### src/rtl/mem_arbiter_pkg.sv
// -----------------------------------------------------------------------------
// mem_arbiter_pkg
// Shared types for the unified-memory arbiter.
//   arb_state_e : arbiter FSM encoding (IDLE=0, DATA=1, FETCH=2)
//   cnt_width() : width of a counter that must hold 0..limit inclusive
// -----------------------------------------------------------------------------
package mem_arbiter_pkg;

    typedef enum logic [1:0] {
        StIdle  = 2'd0,
        StData  = 2'd1,
        StFetch = 2'd2
    } arb_state_e;

    function automatic int unsigned cnt_width(input int unsigned limit);
        return (limit < 1) ? 1 : $clog2(limit + 1);
    endfunction

endpackage

### src/rtl/mem_arbiter_starve_counter.sv
// -----------------------------------------------------------------------------
// mem_arbiter_starve_counter
// Saturating fetch-starvation counter used by the arbiter fairness option.
// Only elaborated when MEM_ARB_FAIRNESS_EN is defined, matching its single
// instantiation site in mem_arbiter.
//
// Ports:
//   clk      in   system clock
//   rst      in   synchronous active-high reset (count -> 0)
//   inc      in   increment request (saturates at LIMIT)
//   clr      in   clear request (wins over inc)
//   at_limit out  count == LIMIT
// -----------------------------------------------------------------------------
`ifdef MEM_ARB_FAIRNESS_EN
module mem_arbiter_starve_counter
    import mem_arbiter_pkg::*;
#(
    parameter int unsigned LIMIT = 4
) (
    input  logic clk,
    input  logic rst,
    input  logic inc,
    input  logic clr,
    output logic at_limit
);

    localparam int unsigned W = cnt_width(LIMIT);
    localparam logic [W-1:0] MaxCnt = W'(LIMIT);

    logic [W-1:0] cnt_q, cnt_d;

    always_comb begin
        cnt_d = cnt_q;
        if (clr) begin
            cnt_d = '0;
        end else if (inc && (cnt_q != MaxCnt)) begin
            cnt_d = cnt_q + 1'b1;
        end
    end

    always_ff @(posedge clk) begin
        if (rst) begin
            cnt_q <= '0;
        end else begin
            cnt_q <= cnt_d;
        end
    end

    assign at_limit = (cnt_q == MaxCnt);

endmodule
`endif

### src/rtl/mem_arbiter.sv
// -----------------------------------------------------------------------------
// mem_arbiter
// Shares the single-port unified memory between instruction fetch (read-only)
// and the MEM stage (read/write). Data wins over fetch because the MEM-stage
// instruction is older. Produces per-requester done/stall and quiesces fetch
// on halt.
//
// Optional feature: define MEM_ARB_FAIRNESS_EN to force a fetch grant after
// STARVE_LIMIT consecutive data grants taken while fetch was waiting.
//
// Ports:
//   clk, rst             clock, synchronous active-high reset
//   if_req/if_addr       fetch request (held until if_done) and PC
//   if_rdata/if_done     fetch data and one-cycle completion pulse
//   if_stall             if_req & ~if_done
//   mem_rd/mem_wr        data read/write request (held until mem_done)
//   mem_addr/mem_wdata   data address and store data
//   mem_rdata/mem_done   load data and one-cycle completion pulse
//   mem_stall            (mem_rd|mem_wr) & ~mem_done
//   halt/halted          halt control; halt seen with arbiter idle (registered)
//   req_err              sticky: mem_rd and mem_wr seen together
//   m_en/m_wr            memory command strobe and write qualifier
//   m_addr/m_wdata       memory address / write data, held until m_done
//   m_busy               memory cannot accept a command
//   m_done/m_rdata       memory completion pulse and read data
// -----------------------------------------------------------------------------
module mem_arbiter
    import mem_arbiter_pkg::*;
#(
    parameter int unsigned ADDR_W       = 16,
    parameter int unsigned DATA_W       = 16,
    parameter int unsigned STARVE_LIMIT = 4
) (
    input  logic              clk,
    input  logic              rst,
    input  logic              if_req,
    input  logic [ADDR_W-1:0] if_addr,
    output logic [DATA_W-1:0] if_rdata,
    output logic              if_done,
    output logic              if_stall,
    input  logic              mem_rd,
    input  logic              mem_wr,
    input  logic [ADDR_W-1:0] mem_addr,
    input  logic [DATA_W-1:0] mem_wdata,
    output logic [DATA_W-1:0] mem_rdata,
    output logic              mem_done,
    output logic              mem_stall,
    input  logic              halt,
    output logic              halted,
    output logic              req_err,
    output logic              m_en,
    output logic              m_wr,
    output logic [ADDR_W-1:0] m_addr,
    output logic [DATA_W-1:0] m_wdata,
    input  logic              m_busy,
    input  logic              m_done,
    input  logic [DATA_W-1:0] m_rdata
);

    arb_state_e        state_q, state_d;
    logic              m_wr_q;
    logic [ADDR_W-1:0] m_addr_q;
    logic [DATA_W-1:0] m_wdata_q;
    logic              halted_q;
    logic              req_err_q;

    logic data_req;
    logic fetch_ok;
    logic force_fetch;
    logic issue_data;
    logic issue_fetch;

    assign data_req = mem_rd | mem_wr;
    assign fetch_ok = if_req & ~halt;

`ifdef MEM_ARB_FAIRNESS_EN
    logic starve_at_limit;

    // Counts data grants that bypassed a waiting fetch.
    mem_arbiter_starve_counter #(
        .LIMIT (STARVE_LIMIT)
    ) u_starve_counter (
        .clk      (clk),
        .rst      (rst),
        .inc      (issue_data & if_req),
        .clr      (issue_fetch),
        .at_limit (starve_at_limit)
    );

    assign force_fetch = starve_at_limit;
`else
    // STARVE_LIMIT only matters with the fairness option.
    logic unused_starve_limit;
    assign unused_starve_limit = |STARVE_LIMIT;
    assign force_fetch         = 1'b0;
`endif

    // Next state and command/done decode. Everything is gated by rst so that
    // the in-flight response is dropped and no command leaks out in reset.
    always_comb begin
        state_d     = state_q;
        issue_data  = 1'b0;
        issue_fetch = 1'b0;
        if_done     = 1'b0;
        mem_done    = 1'b0;
        if (!rst) begin
            case (state_q)
                StIdle: begin
                    if (!m_busy) begin
                        if (data_req && !(force_fetch && fetch_ok)) begin
                            issue_data = 1'b1;
                            state_d    = StData;
                        end else if (fetch_ok) begin
                            issue_fetch = 1'b1;
                            state_d     = StFetch;
                        end
                    end
                end
                StData: begin
                    if (m_done) begin
                        mem_done = 1'b1;
                        state_d  = StIdle;
                    end
                end
                StFetch: begin
                    if (m_done) begin
                        if_done = 1'b1;
                        state_d = StIdle;
                    end
                end
                default: state_d = StIdle;
            endcase
        end
    end

    // Command goes out combinationally in the issue cycle, then the captured
    // copy holds the bus stable until m_done. A rd+wr collision is a write.
    always_comb begin
        m_wr    = m_wr_q;
        m_addr  = m_addr_q;
        m_wdata = m_wdata_q;
        if (issue_data) begin
            m_wr    = mem_wr;
            m_addr  = mem_addr;
            m_wdata = mem_wdata;
        end else if (issue_fetch) begin
            m_wr   = 1'b0;
            m_addr = if_addr;
        end
    end

    always_ff @(posedge clk) begin
        if (rst) begin
            state_q   <= StIdle;
            m_wr_q    <= 1'b0;
            m_addr_q  <= '0;
            m_wdata_q <= '0;
            halted_q  <= 1'b0;
            req_err_q <= 1'b0;
        end else begin
            state_q <= state_d;
            if (issue_data || issue_fetch) begin
                m_wr_q    <= m_wr;
                m_addr_q  <= m_addr;
                m_wdata_q <= m_wdata;
            end
            halted_q  <= halt & (state_q == StIdle) & ~data_req;
            req_err_q <= req_err_q | (mem_rd & mem_wr);
        end
    end

    assign m_en      = issue_data | issue_fetch;
    assign if_rdata  = if_done ? m_rdata : '0;
    assign mem_rdata = mem_done ? m_rdata : '0;
    assign if_stall  = if_req & ~if_done;
    assign mem_stall = data_req & ~mem_done;
    assign halted    = halted_q;
    assign req_err   = req_err_q;

endmodule

### config.mk
export PLATFORM = sky130hd
export DESIGN_NAME = mem_arbiter
export DESIGN_NICKNAME = d
export VERILOG_FILES = /design/src/rtl/mem_arbiter_pkg.sv /design/src/rtl/mem_arbiter_starve_counter.sv /design/src/rtl/mem_arbiter.sv
export SDC_FILE = /design/constraint.sdc
export NUM_CORES = 1
export LEC_CHECK = 0
export CAP_MARGIN = 20
export CORE_ASPECT_RATIO = 1.2
export CORE_MARGIN = 8
export CORE_UTILIZATION = 37
export CTS_CLUSTER_DIAMETER = 60
export DETAILED_ROUTE_END_ITERATION = 7
export PLACE_DENSITY = 0.95
export SLEW_MARGIN = 40
export SYNTH_ARGS = -nofsm -noshare
export SYNTH_HDL_FRONTEND = slang
export SYNTH_SLANG_ARGS = --single-unit
export TNS_END_PERCENT = 100
### constraint.sdc
create_clock -name clk -period 3.2 [get_ports clk]
set_input_delay 0.64 -clock clk [delete_from_list [all_inputs] [get_ports clk]]
set_output_delay 0.64 -clock clk [all_outputs]
set_load 0.01 [all_outputs]
### Word-level counts from Yosys, hierarchy flattened

Index checks and enable logic that the tools add are counted.

* eq/ne operators: 5
* mux-type cells: 26
* bitwise gates (word level): 13
* reductions and logical operators: 4

Operator list (count)
* $mux W16: 5
* $mux W1: 16
* $mux W2: 4
* $and A1 B1 Y1: 6
* $not A1 Y1: 4
* $pmux W2 S2: 1
* $ne A3 B3 Y1 const B: 1
* $or A1 B1 Y1: 3
* $reduce_and A3 Y1: 1
* $eq A2 B1 Y1 const B: 1
* $eq A2 B2 Y1 const B: 1
* $logic_not A2 Y1: 1
* $ne A2 B1 Y1 const B: 1
* $ne A2 B2 Y1 const B: 1
* $reduce_or A2 Y1: 1
* $logic_or A1 B1 Y1: 1

* register bits: 37
* input port bits: 72
* output and inout bits: 72
* word-level logic and storage cells: 54

### Logic depth before layout (Yosys ltp)

* word-level depth: 9
* depth in mapped cells: 8
* gate-level depth less buffers: 6

### Worst setup path after synthesis

Ideal clock, no wire load.

* path kind: input port to output port
* from: input rst
* to: output m_wdata[1]
* arrival: 1.671 ns
* data required time: 2.560 ns
* slack: 0.889 ns
* stages on the path: 5
* path buffers: 2
* cells stage by stage: nor3b_4 and2b_1 buf_6 buf_8 mux2_4

* cells in the longest elaborated chain, start to end: 2

Ends and longest elaborated chain
* start: declaration: RTL line mem_arbiter.sv:35 `input logic rst,`
* $mux W1: RTL line mem_arbiter.sv:106 `if (!rst) begin`
* $mux W16: RTL line mem_arbiter.sv:142 `if (issue_data) begin`
* end: declaration: RTL line mem_arbiter.sv:54 `output logic [DATA_W-1:0] m_wdata,`

No other way between the ends.

### Worst setup path in the final report

* from: input mem_rd
* to: output m_addr[0]

* cells in the longest elaborated chain, start to end: 7

Ends and longest elaborated chain
* start: declaration: RTL line mem_arbiter.sv:41 `input logic mem_rd,`
* $or A1 B1 Y1 (*): RTL line mem_arbiter.sv:73 `assign data_req = mem_rd | mem_wr;`
* $mux W1: RTL line mem_arbiter.sv:110 `if (data_req && !(force_fetch && fetch_ok)) begin`
* $mux W1: RTL line mem_arbiter.sv:109 `if (!m_busy) begin`
* $mux W1: RTL line mem_arbiter.sv:107 `case (state_q)`
* $mux W1: RTL line mem_arbiter.sv:106
* $mux W16: RTL line mem_arbiter.sv:146 `end else if (issue_fetch) begin`
* $mux W16 (*): RTL line mem_arbiter.sv:142
* end: declaration: RTL line mem_arbiter.sv:53 `output logic [ADDR_W-1:0] m_addr,`

Every way passes the cells marked *; elsewhere a longest branch is shown, timed or not.

==> impl_metrics.json <==
{
  "outcome": "completed",
  "synth_enable_flop_cells": 0,
  "grt_pass1_wl_um": 11900,
  "crit_start": "mem_rd",
  "multi_input_area_mm2": 0.00108,
  "synthesis.nets": 287,
  "power_density_mw_per_mm2": 395,
  "nFillCells": 376,
  "r2r-end": "m_wdata_q[1]",
  "cts.htree.levels": 2,
  "layout.nets": 441,
  "cp-start-kind": "input port",
  "portBuffers": 143,
  "hold-worst-slack_ns": 0.518,
  "min_path_type": "register to register",
  "synthCells": 212,
  "path_max_fanout": 9,
  "register_area_um2": 741,
  "timing_worst_setup_path_type": "input port to output port",
  "fp.dieW_um": 81.8,
  "total_leakage_power_nw": 1.62,
  "endpoint_kind": "output port",
  "maxCapViolCount": 0,
  "muxShareOfSynthArea": 0.113,
  "ir_worst_vdd_mv": 0.211,
  "hp-start": "req_err",
  "clock_path_buffers": 2,
  "clock_latency_ns": 0.29,
  "cts_tree": "yes",
  "start_util": 0.386,
  "synth-main-ff-cell": "dfxtp_1",
  "synth_area_mm2": 0.00192,
  "synth-compound-area-share": 0.183,
  "antenna_found_initial": 0,
  "first_pass_iters": 4,
  "rsz0062_at_grt": "false",
  "worst_pin_slew_ns": 0.366,
  "routabilityCongestion": 0.747,
  "hold_violations": 0,
  "cts_buffers": 5,
  "period_needed_ns": 3.11,
  "drt_iter0_drc": 105,
  "clock_sinks": 37,
  "synth_largest_area_cell": "dfxtp_1",
  "postRouteAntennaNets": 0,
  "die_y_um": 94.9,
  "cp.required_ns": 2.56,
  "reg2reg_from": "state_q[0]",
  "synth_top_area_frac": 0.386,
  "yosysWarnings": 0,
  "maxSlewHeadroom": 0.756,
  "r2r_cells": 8,
  "synthArstFlopShare": 0,
  "ys_ff_latch": 37,
  "hold_path_depth": 2,
  "hold_end": "req_err",
  "dieArea_mm2": 0.00776,
  "synth_simple_gate_area_frac": 0.244,
  "drc": 0,
  "slew_viol_final": 0,
  "root_buffer": "clkbuf_8",
  "fin_worst_skew_ns": 0.00507,
  "clkTransAtPathRegs_ns": 0.07,
  "ios": 144,
  "synthAdderAreaFrac": 0.0196,
  "routed_wl_um": 7870,
  "r2r_slack_ns": 1.14,
  "setup_viol": 0,
  "synth_xor_area_frac": 0,
  "synth_top_family_by_area": "simple AND/OR/NAND/NOR gates",
  "hpwlAfterDp_um": 6040,
  "vias": 2190,
  "area_growth_pct": 89.8,
  "post_drt_wl_per_cell_um": 18.4,
  "min_period_over_period": 0.971,
  "seq_area_frac_synth": 0.386,
  "fp-row-count": 28,
  "max_freq_ghz": 0.322,
  "p_total_mw": 1.44,
  "grt_overflow": 0,
  "synthTopCellsByArea": "dfxtp_1 (39%), and2_1 (10%), mux2_4 (7.8%)",
  "grt_pass1_vias": 2392,
  "core_mm2": 0.00497,
  "yosysUniqueCellTypes": 27,
  "ys_top_cells_by_count": "dfxtp_1 (37), and2_1 (32), a21oi_1 (19), nor2_1 (19), a211oi_1 (17)",
  "synth.avg_cell_area_um2": 9.05,
  "setup_tns_ns": 0,
  "yosysMostFrequentCell": "dfxtp_1",
  "n_antenna_cell": 0,
  "grt_max_degree": 29,
  "arrival_ns": 2.47,
  "drive_above_1_share": 0.128,
  "grt_usage": 0.196,
  "viasPerCell": 5.13
}
worst max-delay path, stage by stage:
cell	delay, ns
clkdlybuf4s50_1	0.45
nor2_1	0.19
buf_4	0.15
nand2_1	0.05
buf_4	0.18
o22ai_1	0.20
a21oi_1	0.10
clkdlybuf4s50_1	0.50
layout by cell type, fill, tap and decap left out, drive strengths merged, types with 2 or more instances in the layout:
master and instances:
a211oi 17, a21oi 19, and2 32, and2b 4, buf 19, bufinv 2
clkbuf 6, clkdlybuf4s50 110, dfxtp 37, dlygate4sd2 25, dlymetal6s2s 8, ha 3
inv 4, mux2 16, nand2 3, nor2 19, nor2b 16, nor3b 4
o22ai 16
per-layer routing:
metal | vias to the layer above | GRT usage | part of all wire | wire length (µm)
li1 | 1045 | - | - | -
met1 | 1014 | 0.185 | 0.36 | 2800
met2 | 119 | 0.349 | 0.50 | 3940
met3 | 12 | 0.106 | 0.12 | 973
met4 | 0 | 0.0660 | 0.021 | 163
met5 | - | 0 | 0 | 0
cell families after synthesis:
family                     count (synthesis)
AOI/OAI and AO/OA                         56
buffers and inverters                     20
and+or+nand+nor                           80
muxes                                     16
DFF                                       37
adders and majority gates                  3
layout make-up:
cell class	instances	share of cell area
Tap cell	60	0.0206
Sequential cell	37	0.203
Timing Repair Buffer	163	0.439
Clock inverter	3	0.0179
Clock buffer	5	0.0189
Multi-Input combinational cell	155	0.296
Inverter	4	0.00412
metrics by stage:
stage	util	cells	instance area (µm²)	worst slack [ns]
final	0.732	427	3640	0.0930
after floorplan	-	212	1920	0.889
after CTS	0.723	426	3600	0.0268
after global routing	0.732	427	3640	0.00410
after global placement	0.697	415	3470	-0.0153
after detailed placement	0.697	415	3470	-0.0824
state kept, by name (all words and copies together) (netlist names):
| signal | flops |
|---|---|
| state_q | 2 |
| req_err | 1 |
| halted | 1 |
| m_wdata_q | 16 |
| m_addr_q | 16 |
| m_wr_q | 1 |
report_power, final:
group | total [mW] | switching (mW) | internal, mW
Sequential | 0.505 | 0.0106 | 0.494
Combinational | 0.456 | 0.198 | 0.258
Clock | 0.479 | 0.170 | 0.310
Total | 1.44 | 0.378 | 1.06
worst max path at each step:
stage / endpoint / slack [ns] / cells past startpoint
6_report: m_addr[0] / 0.09 / 8
5_1_grt: m_addr[0] / 0.004 / 7
4_1_cts: m_wdata[11] / 0.03 / 7
3_5_place_dp: m_wdata[11] / -0.08 / 6
3_3_place_gp: m_wdata[12] / -0.02 / 6
2_1_floorplan: m_wdata[1] / 0.89 / 5
timing repair:
item	CTS	global route
pin swaps	1	1
gates resized for setup	27	9
setup endpoints to repair	29	31
hold buffers	0	0
buffers inserted	3	0
gates cloned	0	1
No activity file was read; power rests on OpenSTA's default activity.
